### config.mk
export PLATFORM = sky130hd
export DESIGN_NAME = intc
export DESIGN_NICKNAME = d
export VERILOG_FILES = /design/src/rtl/intc.sv
export SDC_FILE = /design/constraint.sdc
export NUM_CORES = 1
export LEC_CHECK = 0
export ABC_AREA = 1
export BUFFER_PORTS_ARGS = -buffer_cell sky130_fd_sc_hd__clkbuf_2
export CAP_MARGIN = 20
export CELL_PAD_IN_SITES_DETAIL_PLACEMENT = 0
export CELL_PAD_IN_SITES_GLOBAL_PLACEMENT = 1
export CORE_MARGIN = 3
export CORE_UTILIZATION = 28
export CTS_BUF_LIST = sky130_fd_sc_hd__clkbuf_16
export CTS_CLUSTER_DIAMETER = 80
export DETAILED_ROUTE_END_ITERATION = 10
export GPL_TIMING_DRIVEN = 0
export PLACE_DENSITY = 0.88
export SETUP_SLACK_MARGIN = 0.4
export SYNTH_ARGS = -nofsm -noshare
export SYNTH_HDL_FRONTEND = slang
export SYNTH_SLANG_ARGS = --single-unit
### constraint.sdc
create_clock -name clk -period 4.5 [get_ports clk]
set_input_delay 0.225 -clock clk [delete_from_list [all_inputs] [get_ports clk]]
set_output_delay 0.225 -clock clk [all_outputs]
set_load 0.005 [all_outputs]
### src/rtl/intc.sv
// intc: level-sensitive interrupt controller with per-source enable, 2-bit
// priority and a claim/complete gateway per source, exposed on sys_bus.
module intc #(
    parameter int N_SRC = 4
) (
    input  logic             clk,
    input  logic             rst,
    input  logic [N_SRC-1:0] irq_src,
    input  logic             intc_we,
    input  logic             intc_re,
    input  logic [31:0]      intc_adr,
    input  logic [31:0]      intc_wdata,
    output logic [31:0]      intc_rdata,
    output logic             int_sig
);

    typedef enum logic [1:0] {
        IDLE       = 2'd0,
        PENDING    = 2'd1,
        IN_SERVICE = 2'd2
    } gw_state_t;

    localparam logic [3:0] ADR_ENABLE = 4'h0;
    localparam logic [3:0] ADR_STATUS = 4'h4;
    localparam logic [3:0] ADR_PRIO   = 4'h8;
    localparam logic [3:0] ADR_CLAIM  = 4'hC;

    gw_state_t          state      [N_SRC];
    gw_state_t          state_next [N_SRC];
    logic [N_SRC-1:0]   enable;
    logic [2*N_SRC-1:0] prio;
    logic [N_SRC-1:0]   pending;
    logic [N_SRC-1:0]   in_service;
    logic [N_SRC-1:0]   eligible;
    logic [4:0]         win_id;
    logic [1:0]         win_prio;
    logic [3:0]         adr;
    logic               do_claim;
    logic               do_complete;
    logic               unused_bits;

    assign adr         = intc_adr[3:0];
    // A simultaneous write takes the cycle, so the claim side effect is dropped.
    assign do_claim    = intc_re & ~intc_we & (adr == ADR_CLAIM);
    assign do_complete = intc_we & (adr == ADR_CLAIM);
    // Address bits above the 16-byte window and spare data bits are ignored.
    assign unused_bits = ^{intc_adr[31:4], intc_wdata};

    // Per-source status flags derived from gateway state and configuration.
    always_comb begin
        // NOTE: every always_comb output gets a default first so no path leaves it unassigned (no latch).
        pending    = '0;
        in_service = '0;
        eligible   = '0;
        for (int i = 0; i < N_SRC; i++) begin
            pending[i]    = (state[i] == PENDING);
            in_service[i] = (state[i] == IN_SERVICE);
            eligible[i]   = pending[i] & enable[i] & (prio[2*i +: 2] != 2'd0);
        end
    end

    // Winner: highest priority among eligible sources; strict compare keeps the lowest index on ties.
    always_comb begin
        win_id   = '0;
        win_prio = '0;
        for (int i = 0; i < N_SRC; i++) begin
            if (eligible[i] && (prio[2*i +: 2] > win_prio)) begin
                win_prio = prio[2*i +: 2];
                win_id   = 5'(i + 1);
            end
        end
    end

    // Gateway next state; a complete in IN_SERVICE beats a same-edge line sample.
    always_comb begin
        for (int i = 0; i < N_SRC; i++) begin
            state_next[i] = state[i];
            case (state[i])
                IDLE:       if (irq_src[i]) state_next[i] = PENDING;
                PENDING:    if (do_claim && (win_id == 5'(i + 1))) state_next[i] = IN_SERVICE;
                IN_SERVICE: if (do_complete && (intc_wdata[4:0] == 5'(i + 1))) state_next[i] = IDLE;
                default:    state_next[i] = IDLE;
            endcase
        end
    end

    // Gateway state registers.
    always_ff @(posedge clk or posedge rst) begin
        if (rst) begin
            for (int i = 0; i < N_SRC; i++) begin
                state[i] <= IDLE;
            end
        end else begin
            // NOTE: sequential state uses non-blocking assignment so every flop samples pre-edge values.
            for (int i = 0; i < N_SRC; i++) begin
                state[i] <= state_next[i];
            end
        end
    end

    // ENABLE and PRIORITY configuration registers.
    always_ff @(posedge clk or posedge rst) begin
        if (rst) begin
            enable <= '0;
            prio   <= '0;
        end else if (intc_we) begin
            if (adr == ADR_ENABLE) enable <= intc_wdata[N_SRC-1:0];
            if (adr == ADR_PRIO)   prio   <= intc_wdata[2*N_SRC-1:0];
        end
    end

    // Registered interrupt request to the core.
    always_ff @(posedge clk or posedge rst) begin
        if (rst) begin
            int_sig <= 1'b0;
        end else begin
            int_sig <= |eligible;
        end
    end

    // Combinational register read mux.
    always_comb begin
        intc_rdata = '0;
        case (adr)
            ADR_ENABLE: intc_rdata = 32'(enable);
            ADR_STATUS: intc_rdata = 32'(pending) | (32'(in_service) << 16);
            ADR_PRIO:   intc_rdata = 32'(prio);
            ADR_CLAIM:  intc_rdata = 32'(win_id);
            default:    intc_rdata = '0;
        endcase
    end

endmodule

# After elaboration in Yosys (flattened, before gate mapping)
# Index checks and enable logic that the tools add are counted.
[classes]
magnitude_cmp = 4
n_eq_ne = 31
muxes = 24
bitwise = 13
reduce_logical = 28
[ops]
columns = ["operator", "n"]
rows = [
  ["20-bit one-hot mux with 4 select lines", 1],
  ["2-bit 2-to-1 mux", 15],
  ["2-bit one-hot mux with 3 select lines", 4],
  ["5-bit by 2-bit equality test with 1-bit output, second input constant", 4],
  ["4-bit by 20-bit OR with 20-bit output", 1],
  ["2-bit by 1-bit != test with 1-bit output, second input constant", 8],
  ["5-bit 2-to-1 mux", 3],
  ["1-bit logical AND", 12],
  ["3-bit AND reduction", 4],
  ["1-bit AND", 11],
  ["5-bit by 1-bit equality test with 1-bit output, second input constant", 2],
  ["5-bit by 3-bit equality test with 1-bit output, second input constant", 2],
  ["2-bit by 1-bit equality test with 1-bit output, second input constant", 4],
  ["2-bit equality test, second input constant", 4],
  ["4-bit equality test, second input constant", 2],
  ["2-bit zero test", 4],
  ["2-bit != test, second input constant", 4],
  ["2-bit nonzero test", 4],
  ["2-bit > comparator", 3],
  ["4-bit by 3-bit equality test with 1-bit output, second input constant", 1],
  ["4-bit zero test", 1],
  ["2-bit AND reduction", 2],
  ["4-bit OR reduction", 1],
  ["2-bit by 1-bit > comparator with 1-bit output, second input constant", 1],
  ["2 further kinds", 2],
]
[word_totals]
ff_bits = 21
inputBits = 72
out_inout_bits = 33
elab_cells = 107

# Depth between registers and ports, before layout
[logic_depth]
depth_word = 18
mapped_depth = 29
depth_no_buf = 29

# Worst setup path before layout
# No wires, ideal clock.
[synth_path]
path_kind = "register to output"
start = "reg state[7] (netlist bit)"
end = "out intc_rdata[2]"
t_arrival_ns = 3.141
required_time_ns = 4.275
setup_slack_ns = 1.134
stages_incl_launch_ff = 26
path_buffers = 0
cell_sequence = "dfrtp_1 inv_1 nand2_1 inv_2 nand2_2 nor2_4 nand2_1 ha_1 nand2_1 inv_1 a21oi_2 nand2_4 nand2_1 o21ai_2 ha_1 nand2_1 a21boi_4 nand2_2 o211ai_1 o21ai_1 ha_1 nand2_1 inv_1 nor2_1 nand2_2 o21ai_0"
[synth_between]
elab_chain_len = 15
elab_cells_between_ends = 16
classes_between = "3 x order compare; 1 x eq/ne; 6 x mux; 2 x bitwise; 4 x reduce/logical"
[synth_rtl]
columns = ["element", "line_no", "text"]
rows = [
  ["from (decl)", "28", "gw_state_t state [N_SRC];"],
  ["from (signal, indexed assignment)", "96", "state[i] <= state_next[i];"],
  ["2-bit by 1-bit equality test with 1-bit output *", "56", "pending[i] = (state[i] == PENDING);"],
  ["1-bit AND * (2 in series)", "58", "eligible[i] = pending[i] & enable[i] & (prio[2*i +: 2] != 2'd0);"],
  ["1-bit logical AND *", "67", "if (eligible[i] && (prio[2*i +: 2] > win_prio)) begin"],
  ["2-bit 2-to-1 mux *", "67", ""],
  ["2-bit > comparator", "67", ""],
  ["1-bit logical AND", "67", ""],
  ["2-bit 2-to-1 mux *", "67", ""],
  ["2-bit > comparator", "67", ""],
  ["1-bit logical AND", "67", ""],
  ["2-bit 2-to-1 mux", "67", ""],
  ["2-bit > comparator", "67", ""],
  ["1-bit logical AND", "67", ""],
  ["5-bit 2-to-1 mux *", "67", ""],
  ["20-bit one-hot mux with 4 select lines *", "124", "case (adr)"],
  ["to (decl)", "13", "output logic [31:0] intc_rdata,"],
]
# Mark *: on every way between the ends. The rest lies on a longest branch, timed or not.

# Worst setup path after layout
[layout_path]
start = "reg state[7] (netlist bit)"
end = "out intc_rdata[0]"
[layout_between]
elab_chain_len = 15
elab_cells_between_ends = 19
classes_between = "3 x order compare; 1 x eq/ne; 8 x mux; 3 x bitwise; 4 x reduce/logical"
[layout_rtl]
columns = ["element", "line_no"]
rows = [
  ["2-bit by 1-bit equality test with 1-bit output *", "56"],
  ["1-bit AND (2 in series)", "58"],
  ["1-bit logical AND", "67"],
  ["2-bit 2-to-1 mux", "67"],
  ["2-bit > comparator", "67"],
  ["1-bit logical AND", "67"],
  ["2-bit 2-to-1 mux", "67"],
  ["2-bit > comparator", "67"],
  ["1-bit logical AND", "67"],
  ["2-bit 2-to-1 mux", "67"],
  ["2-bit > comparator", "67"],
  ["1-bit logical AND", "67"],
  ["5-bit 2-to-1 mux", "67"],
  ["20-bit one-hot mux with 4 select lines *", "124"],
]
# Marks and branches as above.

==> summary.txt <==
GRT
  • Overflow after GRT: 0
  • Met1 Track Usage GR: 15.5%
  • Vias in the first global route: 1397
  • First-pass GRT wire length: 6.48 mm
  • Initial antenna violation count: 0
  • GR Util All Layers: 11.2%
  • Gr busiest metal: met2
  • Met3 GRT Util: 2.08%
  • Met2 Use GR: 18.4%
  • Largest net degree at the start of global routing: 22

Clocking
  • CTS tree: done
  • Worst-path clk slew: 0.06 ns
  • CTS max path bufs: 2
  • Clock root buffer: clkbuf_16
  • CTS buffer count: 3
  • Skew-Pair Late Insertion Delay: 0.25 ns
  • H-tree depth: 1
  • Total clock sinks: 21

Timing
  • Final Max Tran Viols: 0
  • Actual slew at the worst max-slew pin: 0.836 ns
  • Setup violations, final: 0
  • Final period util: 86.5%
  • WHS: 0.117 ns
  • Fin. Hold Viols: 0
  • Final min period: 3.89 ns
  • Clk_skew: 0.00184 ns
  • Fmax: 0.257 GHz
  • Rel. slew slack: 44.2%
  • Final setup TNS: 0 ns
  • RSZ-0062 raised after global routing: no

Placement
  • PortBufs: 32
  • DP Area: 0.00198 mm²
  • HPWL Detailed: 3.19 mm
  • GPL Wtd Cong: 0.871

Setup path
  • Worst EP required: 4.28 ns
  • Critical Path Start Type: register
  • Worst-path maximum fanout: 6
  • Crit path DAT: 3.67 ns
  • Worst Setup End Kind: output port
  • Critical path class: register to output port

Layout
  • Area delta synth->final: 31.7%
  • Share of layout cells above drive strength 1: 36.3%
  • Final non-filler cell area: 0.00219 mm²
  • Most common cell after layout, fill and taps aside: nand2_1
  • Most frequent cells in the layout: nand2_1 (43), inv_1 (32), clkbuf_2 (30)
  • Diode count: 0
  • Post-layout nets: 368

Logic synthesis
  • Syn Area/Cell: 7.31 µm²
  • Netlist Area Pre-Place: 0.00166 mm²
  • Post-synth top area share: 31.7%
  • Synth cell types: 28
  • Largest area contributor in the netlist: dfrtp_1
  • Register area share after synthesis: 31.7%
  • Mapped Cells: 227
  • Synth top area cells: dfrtp_1 (32%), nand2_1 (11%), buf_4 (9.0%)
  • Yosys warnings: 0
  • Yosys reg bits: 21

Die
  • Std cell rows: 27
  • Starting density of the core: 29.6%
  • CORE AREA: 0.00561 mm²
  • DIE AREA: 0.00689 mm²
  • Die Ht: 83.0 µm
  • Die width: 83.0 µm
  • I/O pins: 105

Power
  • VDD IR max: 151 µV
  • Static leakage: 1.22 nW
  • Pwr Density: 359 mW/mm²

Status
  • Outcome: finished, final reports clean

Drt
  • Routed WL: 4.02 mm
  • DRC violations left: 0
  • Wire length per cell: 11.1 µm
  • Post-DRT Antenna Nets: 0
  • Initial DRT Pass Iterations: 5
  • Vias per inst: 4.27
  • Initial DRC count: 58
  • Routed vias: 1541

Job
  • Max_cap viols: 0

Worst hold path
  • Min-delay worst type: input port to asynchronous set/reset pin
cell families after synthesis:
family / after synthesis / share of synthesized area, %
compound gates: 34 / 13.3
buf+inv: 59 / 18.3
simple gates: 106 / 32.0
other cells: 1 / 0.226
flops: 21 / 31.7
fa+ha+maj: 6 / 4.52
per-layer routing:
layer	routed length, µm	part of all wire, %	up-vias
met1	1900	47	686
li1	-	-	804
met3	164	4.1	5
met2	1940	48	46
met5	0	0	-
met4	25	0.62	0
per-stage QoR:
stage          power, mW  cells  setup slack (ns)  util (%)
3_5_place_dp       0.531    350             0.520      35.3
2_1_floorplan      0.464    246              1.13         -
3_3_place_gp       0.526    350             0.505      35.3
5_1_grt            0.841    361             0.349      39.0
4_1_cts            0.723    354             0.444      36.9
6_report           0.784    361             0.606      39.0
worst max-delay path, cell delays in order, from the launching register on:
cell      delay, ns
dfrtp_1        0.39
inv_2          0.07
nand2_1        0.06
inv_2          0.08
nand2_2        0.07
nor2_4         0.14
nand2_2        0.09
ha_4           0.28
nand2_2        0.06
a21oi_4        0.16
nand2_4        0.09
o21a_1         0.18
ha_1           0.30
nand2_1        0.09
a21boi_4       0.19
nand2_4        0.08
o211ai_1       0.08
o21ai_1        0.10
ha_1           0.29
nand2_1        0.08
inv_2          0.04
nor2_4         0.12
nand2_4        0.09
nand3_2        0.07
nand4_1        0.08
buf_2          0.14
power breakdown:
group          leakage (nW)  switching [mW]  internal [mW]
Sequential            0.248          0.0309          0.223
Combinational         0.928           0.199          0.145
Clock                0.0423          0.0680          0.118
what timing repair did:
| item | in CTS | in global routing |
|---|---|---|
| endpoints found under the setup margin | 3 | 3 |
| gates resized for setup | 4 | 17 |
| hold buffers | 0 | 0 |
| setup buffers | 0 | 7 |
| pin swaps | 0 | 16 |
registers in the layout, summed over array words and instances (netlist names):
signal,flops
prio,8
state,8
enable,4
int_sig,1
synth_stat cells (all sizes together):
cell type / instances
nand2: 54
inv: 38
nor2: 28
buf: 21
dfrtp: 21
o21ai: 17
nand3: 16
a21oi: 9
ha: 6
nor3: 6
o211ai: 3
nand4: 2
o21bai: 2
a21boi: 1
a31o: 1
conb: 1
o21a: 1
final timing paths:
kind,start,endpoint,slack (ns),depth (start not counted)
worst max register to register,state[7]$_DFFE_PP0P_,state[2]$_DFFE_PP0P_,0.84,25
max in group asynchronous,rst,prio[1]$_DFFE_PP0P_,3.87,2
worst min register to register,enable[3]$_DFFE_PP0P_,enable[3]$_DFFE_PP0P_,0.49,2
worst min-delay path,rst,state[0]$_DFFE_PP0P_,0.12,2
worst max-delay path,state[7]$_DFFE_PP0P_,intc_rdata[0],0.61,25
min in group clk,irq_src[0],state[6]$_DFFE_PP0P_,0.18,3
area by class of cell:
type,instances,area [µm²]
inverter,38,143
timing repair buffer,39,213
clock inverter,1,3.75
sequential,21,526
buffer,21,161
clock buffer,3,75.1
tap,72,90.1
fill,613,3420
multi-input combinational,166,975
No activity file was read; power rests on OpenSTA's default activity.
